## src/rtl/spi_reg_pkg.sv

```systemverilog
// Shared types and defaults for the SPI register path (slave front end, bridge, register bank).
package spi_reg_pkg;

  localparam int DEF_ADDR_W = 14;
  localparam int DEF_DATA_W = 16;
  localparam logic [15:0] DEF_ERR_DATA = 16'hDEAD;

  typedef enum logic [1:0] {
    IDLE   = 2'd0,
    RD_REQ = 2'd1,
    WR_REQ = 2'd2
  } bridge_state_t;

  // One extra bit so the terminal count is reachable without wrap-around.
  function automatic int cnt_width(input int cycles);
    return $clog2(cycles) + 1;
  endfunction

endpackage

```

## src/rtl/spi_reg_bridge_edge_sync.sv

```systemverilog
// Multi-flop synchroniser for an SCLK-domain strobe, followed by a registered rising-edge pulse.
module edge_sync #(
  parameter int STAGES = 2
) (
  input  logic clk,
  input  logic rst,
  input  logic din,
  output logic evt
);

  logic [STAGES-1:0] sync;
  logic              dly;

  // Shift chain, delay flop and one-cycle pulse on each 0->1 transition.
  always_ff @(posedge clk) begin
    if (rst) begin
      sync <= '0;
      dly  <= 1'b0;
      evt  <= 1'b0;
    end else begin
      sync <= {sync[STAGES-2:0], din};
      dly  <= sync[STAGES-1];
      evt  <= sync[STAGES-1] & ~dly;
    end
  end

endmodule

```

## src/rtl/spi_reg_bridge.sv

```systemverilog
// Carries decoded SPI read/write transactions into the clk domain as single-beat register bus requests.
module spi_reg_bridge import spi_reg_pkg::*; #(
  parameter int                ADDR_W      = DEF_ADDR_W,
  parameter int                DATA_W      = DEF_DATA_W,
  parameter int                SYNC_STAGES = 2,
  parameter int                TIMEOUT_CYC = 8,
  parameter logic [DATA_W-1:0] ERR_DATA    = DEF_ERR_DATA
) (
  input  logic              clk,
  input  logic              rst,
  input  logic [ADDR_W-1:0] rx_addr,
  input  logic [DATA_W-1:0] rx_data,
  input  logic              rd_en_stretch,
  input  logic              wr_en_stretch,
  output logic [DATA_W-1:0] tx_data,
  output logic [ADDR_W-1:0] reg_addr,
  output logic [DATA_W-1:0] reg_wdata,
  output logic              reg_rd_en,
  output logic              reg_wr_en,
  input  logic [DATA_W-1:0] reg_rdata,
  input  logic              reg_ack,
  output logic              busy,
  output logic              err_timeout,
  output logic              err_collision,
  input  logic              err_clr
);

  localparam int             CNT_W    = cnt_width(TIMEOUT_CYC);
  localparam logic [CNT_W-1:0] TMO_LAST = CNT_W'(TIMEOUT_CYC - 1);
  localparam logic [CNT_W-1:0] CNT_ONE  = CNT_W'(1);
  localparam logic [CNT_W-1:0] CNT_MAX  = {CNT_W{1'b1}};

  bridge_state_t     state;
  logic [CNT_W-1:0]  cnt;
  logic              rd_evt;
  logic              wr_evt;
  logic              wr_pending;
  logic [ADDR_W-1:0] wr_addr_q;
  logic [DATA_W-1:0] wr_data_q;
  logic              timeout_hit;
  logic              collision;

  edge_sync #(.STAGES(SYNC_STAGES)) u_rd_sync (.clk(clk), .rst(rst), .din(rd_en_stretch), .evt(rd_evt));
  edge_sync #(.STAGES(SYNC_STAGES)) u_wr_sync (.clk(clk), .rst(rst), .din(wr_en_stretch), .evt(wr_evt));

  // A late ack wins over the timeout; a read or a second write arriving while busy is lost.
  always_comb begin
    timeout_hit = 1'b0;
    collision   = 1'b0;
    if (state != IDLE) begin
      timeout_hit = ~reg_ack && (cnt == TMO_LAST);
      collision   = rd_evt || (wr_evt && wr_pending);
    end else begin
      collision   = rd_evt && wr_evt && wr_pending;
    end
  end

  // Request FSM: read has priority in IDLE because MISO needs its data before the next SCLK edge.
  always_ff @(posedge clk) begin
    if (rst) begin
      state      <= IDLE;
      cnt        <= '0;
      reg_rd_en  <= 1'b0;
      reg_wr_en  <= 1'b0;
      reg_addr   <= '0;
      reg_wdata  <= '0;
      tx_data    <= '0;
      wr_pending <= 1'b0;
      wr_addr_q  <= '0;
      wr_data_q  <= '0;
    end else begin
      case (state)
        IDLE: begin
          cnt <= '0;
          if (rd_evt) begin
            state     <= RD_REQ;
            reg_rd_en <= 1'b1;
            reg_addr  <= rx_addr;
            if (wr_evt && !wr_pending) begin
              wr_pending <= 1'b1;
              wr_addr_q  <= rx_addr;
              wr_data_q  <= rx_data;
            end
          end else if (wr_pending) begin
            state     <= WR_REQ;
            reg_wr_en <= 1'b1;
            reg_addr  <= wr_addr_q;
            reg_wdata <= wr_data_q;
            if (wr_evt) begin
              wr_addr_q <= rx_addr;
              wr_data_q <= rx_data;
            end else begin
              wr_pending <= 1'b0;
            end
          end else if (wr_evt) begin
            state     <= WR_REQ;
            reg_wr_en <= 1'b1;
            reg_addr  <= rx_addr;
            reg_wdata <= rx_data;
          end
        end
        RD_REQ, WR_REQ: begin
          if (wr_evt && !wr_pending) begin
            wr_pending <= 1'b1;
            wr_addr_q  <= rx_addr;
            wr_data_q  <= rx_data;
          end
          if (reg_ack || timeout_hit) begin
            state     <= IDLE;
            reg_rd_en <= 1'b0;
            reg_wr_en <= 1'b0;
            if (state == RD_REQ) begin
              tx_data <= reg_ack ? reg_rdata : ERR_DATA;
            end
          end else if (cnt != CNT_MAX) begin
            cnt <= cnt + CNT_ONE;
          end
        end
        default: begin
          state     <= IDLE;
          cnt       <= '0;
          reg_rd_en <= 1'b0;
          reg_wr_en <= 1'b0;
        end
      endcase
    end
  end

  // Sticky error flags; a new error in the same cycle outranks err_clr.
  always_ff @(posedge clk) begin
    if (rst) begin
      err_timeout   <= 1'b0;
      err_collision <= 1'b0;
    end else begin
      if (timeout_hit) begin
        err_timeout <= 1'b1;
      end else if (err_clr) begin
        err_timeout <= 1'b0;
      end
      if (collision) begin
        err_collision <= 1'b1;
      end else if (err_clr) begin
        err_collision <= 1'b0;
      end
    end
  end

  assign busy = (state != IDLE) | wr_pending;

endmodule

```

## config.mk

```make
export PLATFORM = sky130hd
export DESIGN_NAME = spi_reg_bridge
export DESIGN_NICKNAME = d
export VERILOG_FILES = /design/src/rtl/spi_reg_pkg.sv /design/src/rtl/spi_reg_bridge_edge_sync.sv /design/src/rtl/spi_reg_bridge.sv
export SDC_FILE = /design/constraint.sdc
export NUM_CORES = 1
export LEC_CHECK = 0
export BUFFER_PORTS_ARGS = -buffer_cell sky130_fd_sc_hd__buf_4
export CORE_MARGIN = 4
export CORE_UTILIZATION = 48
export DETAILED_ROUTE_END_ITERATION = 6
export GPL_ROUTABILITY_DRIVEN = 0
export PLACE_DENSITY = 0.76
export SYNTH_ARGS = -nofsm -noshare
export SYNTH_HDL_FRONTEND = slang
export SYNTH_HIERARCHICAL = 1
export SYNTH_SLANG_ARGS = --single-unit
```

## constraint.sdc

```tcl
create_clock -name clk -period 1.9 [get_ports clk]
set_input_delay 0.285 -clock clk [delete_from_list [all_inputs] [get_ports clk]]
set_output_delay 0.285 -clock clk [all_outputs]
set_load 0.02 [all_outputs]
```

### After elaboration in Yosys (flattened, before gate mapping)

Index checks and enable logic that the tools add are counted.

* add/sub/neg operators: 1
* eq/ne operators: 11
* bitwise operators: 9
* mux-type cells: 36
* reduce and logical (&&, ||, !) cells: 25

Operator list (count)
* $mux W16: 6
* $mux W14: 6
* $pmux W16 S2: 1
* $pmux W14 S2: 1
* $mux W1: 14
* $reduce_and A3 Y1: 4
* $reduce_bool A2 Y1: 5
* $mux W2: 4
* $reduce_and A2 Y1: 4
* $ne A3 B2 Y1 const B: 2
* $not A1 Y1: 6
* $pmux W1 S2: 3
* $logic_and A1 B1 Y1: 5
* $add A4 B1 Y4 const B: 1
* $eq A4 B3 Y1 const B: 1
* $ne A2 B2 Y1 const B: 2
* $ne A4 B2 Y1 const B: 1
* $ne A4 B4 Y1 const B: 1
* $pmux W2 S2: 1
* $reduce_or A2 Y1: 2
* $ne A3 B1 Y1 const B: 1
* $reduce_bool A3 Y1: 1
* $and A1 B1 Y1: 2
* $eq A2 B1 Y1 const B: 1
* 6 further kinds: 7

* register bits: 95
* input port bits: 52
* output and inout bits: 51
* word-level logic and storage cells: 100

### Longest topological paths before layout

Gate-level depths: netlist of the first run.

* depth in word-level cells: 6
* depth in mapped cells: 8
* gate-level depth less buffers: 6

### By module

Netlist of the first run, hierarchy kept.

By module, submodules not included
* spi_reg_bridge: cells an instance 411, area an instance 3875.0 µm², times used 1, sequential area each 1741.7 µm²
* edge_sync: cells an instance 8, area an instance 111.4 µm², times used 2, sequential area each 80.1 µm²

### Worst setup path before layout of the first run

OpenSTA, ideal clock, no wires.

* path type: register to register
* start: reg state[0]
* end: reg wr_addr_q[0]
* cell stages (with the launch flop): 9
* data required time: 1.829 ns
* setup time: 0.071 ns
* buffers on the path: 2
* data arrival time: 1.689 ns
* period minus slack after synthesis: 1.760 ns
* setup slack: 0.140 ns
* cell sequence: dfxtp_1 inv_1 ha_1 o21ai_0 a31o_1 buf_6 buf_1 nand3_1 a21oi_2

* cells in the longest elaborated chain, start to end: 4
* elaborated cells on any way between the ends: 9
* classes of those cells: 4 x eq/ne; 1 x mux; 4 x reduce/logical

Ends and longest elaborated chain
* start, declared: line spi_reg_bridge.sv:33 `bridge_state_t state;`
* start signal, assigned: line spi_reg_bridge.sv:61 `state <= IDLE;`
* start signal, assigned: line spi_reg_bridge.sv:76 `state <= RD_REQ;`
* start signal, assigned: line spi_reg_bridge.sv:85 `state <= WR_REQ;`
* $eq A2 B1 Y1 / $eq A2 B2 Y1 (equally long branches): line spi_reg_bridge.sv:72 `case (state)`
* $reduce_or A2 Y1: line spi_reg_bridge.sv:72
* $reduce_bool A2 Y1 (no source line)
* $reduce_and A3 Y1 (no source line)
* end signal, assigned: line spi_reg_bridge.sv:81 `wr_addr_q <= rx_addr;`
* end signal, assigned: line spi_reg_bridge.sv:90 `wr_addr_q <= rx_addr;`
* end signal, assigned: line spi_reg_bridge.sv:105 `wr_addr_q <= rx_addr;`
* end, declared: line spi_reg_bridge.sv:38 `logic [ADDR_W-1:0] wr_addr_q;`

Parallel ways exist; a longest one is shown, timed or not.
A chain may end at the register's enable or synchronous reset.

### Worst setup path in the final report of the first run

* start: reg state[0]
* end: reg wr_data_q[2]

* cells in the longest elaborated chain, start to end: 4
* elaborated cells on any way between the ends: 9
* classes of those cells: 4 x eq/ne; 1 x mux; 4 x reduce/logical

Ends and longest elaborated chain
* $eq A2 B1 Y1 / $eq A2 B2 Y1 (equally long branches): line spi_reg_bridge.sv:72
* $reduce_or A2 Y1: line spi_reg_bridge.sv:72
* $reduce_bool A2 Y1 (no source line)
* $reduce_and A3 Y1 (no source line)
* end signal, assigned: line spi_reg_bridge.sv:82 `wr_data_q <= rx_data;`
* end signal, assigned: line spi_reg_bridge.sv:91 `wr_data_q <= rx_data;`
* end signal, assigned: line spi_reg_bridge.sv:106 `wr_data_q <= rx_data;`
* end, declared: line spi_reg_bridge.sv:39 `logic [DATA_W-1:0] wr_data_q;`

Parallel ways exist; a longest one is shown, timed or not.

==> PnR_summary.wiki, run 1 <==
{| class="wikitable"
! Metric !! Value
|-
| Outcome || complete, no violations
|-
| Initial antenna violation count || 0
|-
| Power density cells || 750 nW/um^2
|-
| Post-route met1 wirelength || 4330 um
|-
| Clock latency reported for the late side of the worst-skew pair || 0.35 ns
|-
| Data arrival at the endpoint of the critical path || 2.13 ns
|-
| Critical path fanouts, max || 14
|-
| Maximum resistive drop on vdd || 0.000375 V
|-
| Detail-routed net length per standard cell || 15.1 um
|-
| Via count of the first global-routing pass || 3383
|-
| Flop and latch count out of synthesis || 95
|-
| CTS tree || built
|-
| Number of top-level pins || 103
|-
| Pre-antenna DRT Iters || 4
|-
| Share of the clock period used by the worst path after layout || 97.3%
|-
| Total global routing overflow || 0
|-
| Post-synthesis sequential area ratio || 46.4%
|-
| Cell-by-cell listing of the critical path || inv_1 > ha_4 > or3b_4 > a31o_4 > buf_4 > a21bo_1 > a21oi_2
|-
| Hold Crit Class || input port to flip-flop
|-
| Setup slack at placement || -0.105 ns
|-
| Number of maximum-capacitance violations || 0
|-
| CTS root buffer || sky130_fd_sc_hd__clkbuf_8
|-
| Slew at the pin closest to its max-slew limit || 0.476 ns
|-
| Number of buffers inserted during clock tree synthesis || 9
|-
| Fmax || 541 MHz
|-
| Synthesized instance count || 427
|-
| Top area cells in the synthesized netlist || sky130_fd_sc_hd__dfxtp_1 (46%), sky130_fd_sc_hd__mux2i_1 (7.6%), sky130_fd_sc_hd__a21bo_1 (7.3%), sky130_fd_sc_hd__a21oi_2 (6.4%), sky130_fd_sc_hd__nor2_1 (6.0%)
|-
| Final hold vios || 0
|-
| Half-perimeter wire length after placement || 6670 um
|-
| Met3 WL post-DR || 450 um
|-
| Kind of cell adding the most delay to the critical path || compound AO/OA/AOI/OAI gates
|-
| Nets || 581
|-
| Final-report setup violation count || 0
|-
| # DRC || 0
|-
| Crit path kind || flip-flop to flip-flop
|-
| Slowest cell on the critical path || sky130_fd_sc_hd__or3b_4
|-
| Clock edge transition at the registers on the reported setup and hold paths || 0.10 ns
|-
| Chip Height || 100 um
|-
| Post-synth top area cell || sky130_fd_sc_hd__dfxtp_1
|-
| Routed wl met2 || 4700 um
|-
| Number of diodes added for antenna fixing || 0
|-
| Proportion of synthesized flip-flops having asynchronous set or reset || 0%
|-
| Number of buffer and inverter instances along the worst setup path || 2
|-
| Post-synth EDFFs || 0
|-
| Num rows || 33
|-
| Power, Total || 0.00396 W
|-
| Routed Wire Length || 9580 um
|-
| CTS H-tree depth || 3
|-
| Synthesized cell area || 4100 um^2
|-
| Violation count after the first detailed-routing iteration || 87
|-
| Proportion of layout cells with a drive suffix above 1 || 33.6%
|-
| Data required, critical path || 2.18 ns
|-
| Average cell area after synthesis || 9.60 um^2
|-
| Leading cell type in the layout, fill and taps excluded || sky130_fd_sc_hd__buf_4
|-
| Most frequent cells in the layout || sky130_fd_sc_hd__buf_4 (117), sky130_fd_sc_hd__dfxtp_1 (94), sky130_fd_sc_hd__nor2_1 (64)
|-
| Max-slew headroom || 68.1%
|-
| Initial Utilization || 49.6%
|-
| Launching element type of the critical path || flip-flop
|-
| Vias per std cell || 5.32
|-
| IO Port Bufs || 102
|-
| Ys flop type || sky130_fd_sc_hd__dfxtp_1
|-
| Total vias in the final route || 3376
|-
| Clock skew || 0.0147 ns
|-
| Growth of design area from synthesis to finish || 28.9%
|-
| Synthesized netlist net count || 483
|-
| Topmost layer with routed signal wires || met4
|-
| Number of hold buffers added after cts || 0
|-
| Cell variety after synth || 37
|-
| Antenna viol nets, final || 0
|-
| Die Wd || 100 um
|-
| Final worst-path setup slack || 0.0515 ns
|-
| First-pass GRT wire length || 15900 um
|-
| Clock sink total || 95
|-
| CTS max path bufs || 2
|-
| Number of synthesis warnings || 6
|-
| Area fraction of the dominant cell type after synthesis || 46.4%
|-
| Number of pins with negative max-slew slack in the final report || 0
|-
| Static leakage power || 2.13 nW
|-
| Total global-route track usage || 19.0%
|-
| Minimum clock period after layout || 1.85 ns
|-
| Core area || 8260 um^2
|-
| Hold Slack || 0.143 ns
|-
| Pin count of the biggest net entering global routing || 61
|-
| Die Footprint || 10100 um^2
|-
| Largest stage delay on the critical path || 0.37 ns
|-
| Capturing element type of the critical path || flip-flop
|}
==> routing by layer <==
layer / global-route usage [%] / vias up
li1: - / 1709
met1: 24.2 / 1585
met2: 32.6 / 72
met3: 3.54 / 10
met4: 6.11 / 0
met5: 0 / -
==> synth_stat cells (all sizes together) (3+ instances only) <==
cell / n
a21bo: 30
inv: 5
clkbuf: 23
ha: 4
nand2b: 4
buf: 12
nand2: 4
a211oi: 31
a21oi: 35
nand3: 33
mux2i: 31
dfxtp: 95
nor2b: 9
xnor2: 3
nor3: 13
o21ai: 7
a22oi: 5
nor2: 65
==> path summary, 6_finish.rpt <==
check | from | cells past startpoint | slack [ns] | to
setup reg to reg | state[0] | 7 | 0.05 | wr_data_q[2]
hold / removal | wr_en_stretch | 2 | 0.14 | u_wr_sync/sync[0]
hold reg to reg | u_wr_sync/dly | 1 | 0.41 | u_wr_sync/evt
setup / recovery | state[0] | 7 | 0.05 | wr_data_q[2]
==> timing repair <==
action,CTS,global route
buffers inserted,4,0
setup endpoints to repair,11,46
pin swaps,1,1
gates resized for setup,2,8
==> through the flow <==
step	cell area [um^2]	setup TNS (ns)	cells	util (%)
after floorplan	4100	0	427	-
after global placement	5010	0	615	60.6
after detailed placement	5010	-0.443	615	60.6
after CTS	5240	0	635	63.4
after global routing	5280	-0.0623	635	63.9
final	5280	0	635	63.9
==> final cells by class <==
cell class | count | area (um^2)
clock buffer | 10 | 128
clock inverter | 6 | 68.8
fill | 719 | 2980
inverter | 6 | 22.5
multi-input combinational | 291 | 2050
sequential | 95 | 1900
tap | 105 | 131
timing repair buffer | 122 | 978
==> kinds of logic (layout without fill, tap and decap cells) <==
group                      count (synthesis)  in the layout  share of synthesized area, %
muxes                                     31             31                          7.57
and+or+nand+nor                          136            136                          15.7
xor gates and xnor gates                   3              3                         0.641
DFF                                       95             95                          46.4
buffers and inverters                     41            144                          4.79
AOI/OAI and AO/OA                        117            117                          23.6
adders and majority gates                  4              4                          1.22
==> state kept, by name (all words and copies together), names as in the netlist <==
register / count
state: 2
wr_addr_q: 14
u_wr_sync/dly: 1
err_timeout: 1
u_rd_sync/sync: 2
reg_wdata: 16
u_wr_sync/sync: 2
reg_wr_en: 1
err_collision: 1
u_rd_sync/dly: 1
reg_rd_en: 1
reg_addr: 14
wr_pending: 1
u_rd_sync/evt: 1
cnt: 4
tx_data: 16
wr_data_q: 16
u_wr_sync/evt: 1
==> power breakdown <==
| group | internal [W] | switching, W | leakage (nW) |
|---|---|---|---|
| clock network | 0.000619 | 0.000701 | 0.0973 |
| registers | 0.00207 | 0.0000414 | 0.771 |
| logic | 0.000263 | 0.000269 | 1.26 |
Power figures use the tool's default switching activity.
==> inputs of run 2 (changes only) <==
--- a/config.mk
+++ b/config.mk
@@ -6,11 +6,10 @@
 export NUM_CORES = 1
 export LEC_CHECK = 0
 export BUFFER_PORTS_ARGS = -buffer_cell sky130_fd_sc_hd__buf_4
-export CORE_MARGIN = 4
-export CORE_UTILIZATION = 48
+export CORE_MARGIN = 1.5
+export CORE_UTILIZATION = 35
 export DETAILED_ROUTE_END_ITERATION = 6
 export GPL_ROUTABILITY_DRIVEN = 0
-export PLACE_DENSITY = 0.76
 export SYNTH_ARGS = -nofsm -noshare
 export SYNTH_HDL_FRONTEND = slang
 export SYNTH_HIERARCHICAL = 1
==> PnR_summary.wiki, run 2 (synthesis gave the netlist of run 1 again) <==
{| class="wikitable"
! Metric !! Value
|-
| Buffers inserted by post-CTS timing repair || 0
|-
| Largest registers in the final layout || reg_wdata x16, tx_data x16, wr_data_q x16
|-
| Leading cell type in the layout, fill and taps excluded || sky130_fd_sc_hd__buf_4
|-
| Setup slack at placement || 0.0153 ns
|-
| Pre-antenna DRT Iters || 4
|-
| Share of the clock period used by the worst path after layout || 95.8%
|-
| Clock sink total || 95
|-
| Die Wd || 111 um
|-
| Initial Utilization || 35.9%
|-
| Via count of the first global-routing pass || 3290
|-
| Hold Crit Class || input port to flip-flop
|-
| Cell-by-cell listing of the critical path || inv_2 > ha_2 > or3b_1 > a31o_4 > clkbuf_16 > a21bo_1 > a21oi_2
|-
| CTS root buffer || sky130_fd_sc_hd__clkbuf_16
|-
| Number of maximum-capacitance violations || 0
|-
| Final-layout setup total negative slack || 0 ns
|-
| Number of top-level pins || 103
|-
| Core area || 11400 um^2
|-
| Clock edge transition at the registers on the reported setup and hold paths || 0.07 ns
|-
| Total net switching power || 0.00108 W
|-
| Number of diodes added for antenna fixing || 0
|-
| Minimum clock period after layout || 1.82 ns
|-
| Number of pins with negative max-slew slack in the final report || 0
|-
| Hold Slack || 0.159 ns
|-
| Final hold vios || 0
|-
| CTS H-tree depth || 3
|-
| Final cell utilization of the core || 48.2%
|-
| Capturing element type of the critical path || flip-flop
|-
| Clk network pwr share || 44.2%
|-
| Violation count after the first detailed-routing iteration || 151
|-
| Max-slew headroom || 69.7%
|-
| Clock latency reported for the late side of the worst-skew pair || 0.34 ns
|-
| Routed Wire Length || 9560 um
|-
| Fmax || 550 MHz
|-
| Largest stage delay on the critical path || 0.36 ns
|-
| Clock skew || 0.00497 ns
|-
| Growth of design area from synthesis to finish || 34.3%
|-
| Final worst-path setup slack || 0.0802 ns
|-
| Total global-route track usage || 15.2%
|-
| Antenna viol nets, final || 0
|-
| Switching portion of total power || 22.8%
|-
| Combinational share of power || 11.5%
|-
| Detail-routed net length per standard cell || 14.3 um
|-
| # DRC || 0
|-
| Most frequent cells in the layout || sky130_fd_sc_hd__buf_4 (109), sky130_fd_sc_hd__dfxtp_1 (93), sky130_fd_sc_hd__nor2_1 (64)
|-
| Final-report setup violation count || 0
|-
| Num rows || 39
|-
| Vias per std cell || 5.04
|-
| Half-perimeter wire length after placement || 6360 um
|-
| Internal power component || 0.00367 W
|-
| Power density cells || 863 nW/um^2
|-
| IO Port Bufs || 102
|-
| Static leakage power || 2.21 nW
|-
| Total global routing overflow || 0
|-
| Total vias in the final route || 3375
|-
| Data arrival at the endpoint of the critical path || 2.09 ns
|-
| CTS tree || built
|-
| Setup repair after global routing missed its margin || false
|-
| CTS max path bufs || 2
|-
| Nets || 578
|-
| Die Footprint || 12400 um^2
|-
| Number of buffers inserted during clock tree synthesis || 9
|-
| Slew at the pin closest to its max-slew limit || 0.452 ns
|-
| Number of buffer and inverter instances along the worst setup path || 2
|-
| Slowest cell on the critical path || sky130_fd_sc_hd__or3b_1
|-
| Proportion of layout cells with a drive suffix above 1 || 33.4%
|-
| Launching element type of the critical path || flip-flop
|-
| Kind of cell adding the most delay to the critical path || compound AO/OA/AOI/OAI gates
|-
| Data required, critical path || 2.17 ns
|-
| Outcome || complete, no violations
|-
| First-pass GRT wire length || 15500 um
|-
| Layout filler cell count || 1094
|-
| Initial antenna violation count || 0
|-
| Pin count of the biggest net entering global routing || 37
|-
| Maximum resistive drop on vdd || 0.000542 V
|-
| Crit path kind || flip-flop to flip-flop
|-
| Critical path fanouts, max || 16
|-
| Chip Height || 111 um
|-
| Sequential power share || 44.4%
|}
run 2: timing repair:
item                                    in CTS  in global routing
hold buffers                                 0                  0
gates resized for setup                      0                  9
endpoints found under the setup margin       0                 45
run 2: final timing paths:
| kind | from | depth (start not counted) | endpoint | slack (ns) |
|---|---|---|---|---|
| worst max-delay path | state[1] | 7 | wr_addr_q[7] | 0.08 |
| worst min-delay path | rd_en_stretch | 2 | u_rd_sync/sync[0] | 0.16 |
| worst max register to register | state[1] | 7 | wr_addr_q[7] | 0.08 |
| worst min register to register | u_wr_sync/dly | 1 | u_wr_sync/evt | 0.40 |
run 2: final cells by class:
type                            count  area [um^2]  share of cell area [%]
Multi-Input combinational cell    292         2040                    37.1
Sequential cell                    95         1900                    34.6
Timing Repair Buffer              118         1010                    18.3
Clock buffer                       11          243                    4.41
Tap cell                          143          179                    3.25
Clock inverter                      5          104                    1.89
Inverter                            6         22.5                   0.409
run 2: per-layer routing:
metal,global-route usage (%),routed length [um],vias up
li1,-,-,1711
met1,19.2,4670,1571
met2,25.2,4340,86
met3,4.59,451,7
met4,4.30,99,0
met5,0,0,-
run 2: power groups by stage:
stage	Sequential, W	Clock [W]	Combinational, W
after floorplan	0.00219	0	0.000262
after global placement	0.00215	0	0.000519
after detailed placement	0.00215	0	0.000526
after CTS	0.00211	0.00215	0.000526
after global routing	0.00211	0.00222	0.000592
final	0.00211	0.00210	0.000545
run 2: through the flow:
stage | power (W) | instance area [um^2] | cells
6_report | 0.00475 | 5500 | 670
5_1_grt | 0.00493 | 5500 | 670
4_1_cts | 0.00478 | 5410 | 667
3_5_place_dp | 0.00268 | 5060 | 651
3_3_place_gp | 0.00267 | 5060 | 651
2_1_floorplan | 0.00245 | 4100 | 427
==> inputs of run 3 (changes only) <==
==> constraint.sdc (replaced) <==
create_clock -name clk -period 1.55 [get_ports clk]
set_input_delay 0.2325 -clock clk [delete_from_list [all_inputs] [get_ports clk]]
set_output_delay 0.2325 -clock clk [all_outputs]
set_load 0.02 [all_outputs]
==> PnR_summary.wiki, run 3 (synthesis gave the netlist of run 1 again) <==
{| class="wikitable"
! Metric !! Value
|-
| Nets || 593
|-
| Kind of cell adding the most delay to the critical path || compound AO/OA/AOI/OAI gates
|-
| Maximum resistive drop on vdd || 0.000593 V
|-
| Detail-routed net length per standard cell || 14.6 um
|-
| Clock edge transition at the registers on the reported setup and hold paths || 0.06 ns
|-
| Static leakage power || 2.36 nW
|-
| Most frequent cells in the layout || sky130_fd_sc_hd__buf_4 (118), sky130_fd_sc_hd__dfxtp_1 (93), sky130_fd_sc_hd__nor2_1 (52)
|-
| Launching element type of the critical path || flip-flop
|-
| Number of maximum-capacitance violations || 0
|-
| Proportion of layout cells with a drive suffix above 1 || 41.6%
|-
| Placed instance count || 660
|-
| IO Port Bufs || 102
|-
| Capturing element type of the critical path || flip-flop
|-
| Violations in the final reports || setup timing
|-
| Hold Slack || 0.0991 ns
|-
| Number of top-level pins || 103
|-
| Total global-route track usage || 16.3%
|-
| Final hold vios || 0
|-
| Num rows || 39
|-
| Number of buffer and inverter instances along the worst setup path || 2
|-
| Layout filler cell count || 1051
|-
| Minimum clock period after layout || 1.70 ns
|-
| Largest stage delay on the critical path || 0.37 ns
|-
| Combinational share of power || 12.7%
|-
| Fmax || 588 MHz
|-
| Vias per std cell || 4.97
|-
| CTS max path bufs || 2
|-
| Register area || 1900 um^2
|-
| Number of standard cells in the layout, taps in and fillers out || 684
|-
| Antenna viol nets, final || 0
|-
| First-pass GRT wire length || 16400 um
|-
| Total global routing overflow || 0
|-
| Crit path kind || flip-flop to flip-flop
|-
| Total net switching power || 0.00131 W
|-
| Final worst-path setup slack || -0.149 ns
|-
| Initial Utilization || 35.9%
|-
| Number of buffers inserted during clock tree synthesis || 9
|-
| Clock skew || 0.00603 ns
|-
| Number of hold buffers added after cts || 0
|-
| Data arrival at the endpoint of the critical path || 1.98 ns
|-
| Core area || 11400 um^2
|-
| Clock latency reported for the late side of the worst-skew pair || 0.34 ns
|-
| Via count of the first global-routing pass || 3437
|-
| Sequential power share || 45.7%
|-
| Initial antenna violation count || 0
|-
| # DRC || 0
|-
| Share of the clock period used by the worst path after layout || 110%
|-
| Hold Crit Class || input port to flip-flop
|-
| Max-slew headroom || 66.9%
|-
| CTS H-tree depth || 3
|-
| Number of pins with negative max-slew slack in the final report || 0
|-
| Chip Height || 111 um
|-
| Largest registers in the final layout || reg_wdata x16, tx_data x16, wr_data_q x16
|-
| Number of diodes added for antenna fixing || 0
|-
| Violation count after the first detailed-routing iteration || 117
|-
| Clk network pwr share || 41.6%
|-
| Leading cell type in the layout, fill and taps excluded || sky130_fd_sc_hd__buf_4
|-
| Switching portion of total power || 23.2%
|-
| Routed Wire Length || 9970 um
|-
| Internal power component || 0.00434 W
|-
| Pre-antenna DRT Iters || 4
|-
| Total vias in the final route || 3398
|-
| Cell-by-cell listing of the critical path || inv_2 > ha_4 > or3b_4 > a31o_4 > buf_12 > a21bo_1 > a21oi_2
|-
| Setup repair after global routing missed its margin || true
|-
| Data required, critical path || 1.83 ns
|-
| CTS tree || built
|-
| Slew at the pin closest to its max-slew limit || 0.495 ns
|-
| CTS root buffer || sky130_fd_sc_hd__clkbuf_16
|-
| Die Wd || 111 um
|-
| Area of the multi-input gates || 2270 um^2
|-
| Final-report setup violation count || 53
|-
| Critical path fanouts, max || 32
|-
| Outcome || complete, but fails checks
|-
| Clock sink total || 95
|-
| Half-perimeter wire length after placement || 6380 um
|-
| Die Footprint || 12400 um^2
|-
| Pin count of the biggest net entering global routing || 44
|-
| Power density cells || 965 nW/um^2
|-
| Slowest cell on the critical path || sky130_fd_sc_hd__or3b_4
|-
| Growth of design area from synthesis to finish || 42.9%
|}
-- run 3: cell types whose count changed in the layout (fill, tap and decap cells not counted), sizes merged --
cell	before	now
buf	116	132
bufinv	3	2
o211a	2	1
inv	7	5
clkinv	1	3
-- run 3: worst register-to-register path, delay by kind of cell (launching register included) --
family / cells / cell delay (ns)
compound gates: 3 / 0.56
buf+inv: 2 / 0.23
simple gates: 1 / 0.37
fa+ha+maj: 1 / 0.14
flops: 1 / 0.33
-- run 3: cell type report --
| cell class | instances | area share [%] |
|---|---|---|
| Multi-Input combinational cell | 291 | 38.7 |
| Clock buffer | 11 | 4.15 |
| Tap cell | 143 | 3.06 |
| Inverter | 6 | 0.385 |
| Timing Repair Buffer | 134 | 19.9 |
| Sequential cell | 95 | 32.5 |
| Clock inverter | 4 | 1.20 |
-- run 3: final timing paths --
check                start  slack (ns)                 to  cells after the start
max               state[1]       -0.15      wr_addr_q[10]                      7
min          wr_en_stretch         0.1  u_wr_sync/sync[0]                      2
max reg2reg       state[1]       -0.15      wr_addr_q[10]                      7
min reg2reg  u_wr_sync/dly        0.41      u_wr_sync/evt                      1
-- run 3: what timing repair did --
item                       CTS  global route
pin swaps                   20            11
setup endpoints to repair   46            79
cloned                       1             2
gates resized for setup     34            27
buffers inserted             6             4
-- run 3: per-layer routing --
metal | routed length (um) | share of wire (%) | GRT usage [%]
met5 | 0 | 0 | 0
met2 | 4790 | 48 | 26.6
met1 | 4480 | 45 | 20.1
met3 | 499 | 5.0 | 4.70
met4 | 197 | 2.0 | 6.67
-- run 3: per-stage QoR --
stage	setup TNS, ns	utilization [%]	worst slack [ns]	instance area [um^2]	power (W)
CTS	-3.84	50.1	-0.128	5720	0.00568
global route	-9.54	51.3	-0.217	5850	0.00589
floorplan	-1.68	-	-0.0524	4150	0.00301
global placement	-1.97	45.5	-0.0551	5190	0.00328
finish	-4.36	51.3	-0.149	5850	0.00565
detailed placement	-3.78	45.5	-0.123	5190	0.00330
-- run 3: power groups by stage --
| stage | clock (W) | combinational [W] | sequential, W |
|---|---|---|---|
| after floorplan | 0 | 0.000331 | 0.00268 |
| after global routing | 0.00251 | 0.000779 | 0.00259 |
| final | 0.00235 | 0.000717 | 0.00258 |
| after detailed placement | 0 | 0.000662 | 0.00264 |
| after CTS | 0.00241 | 0.000685 | 0.00258 |
| after global placement | 0 | 0.000649 | 0.00264 |
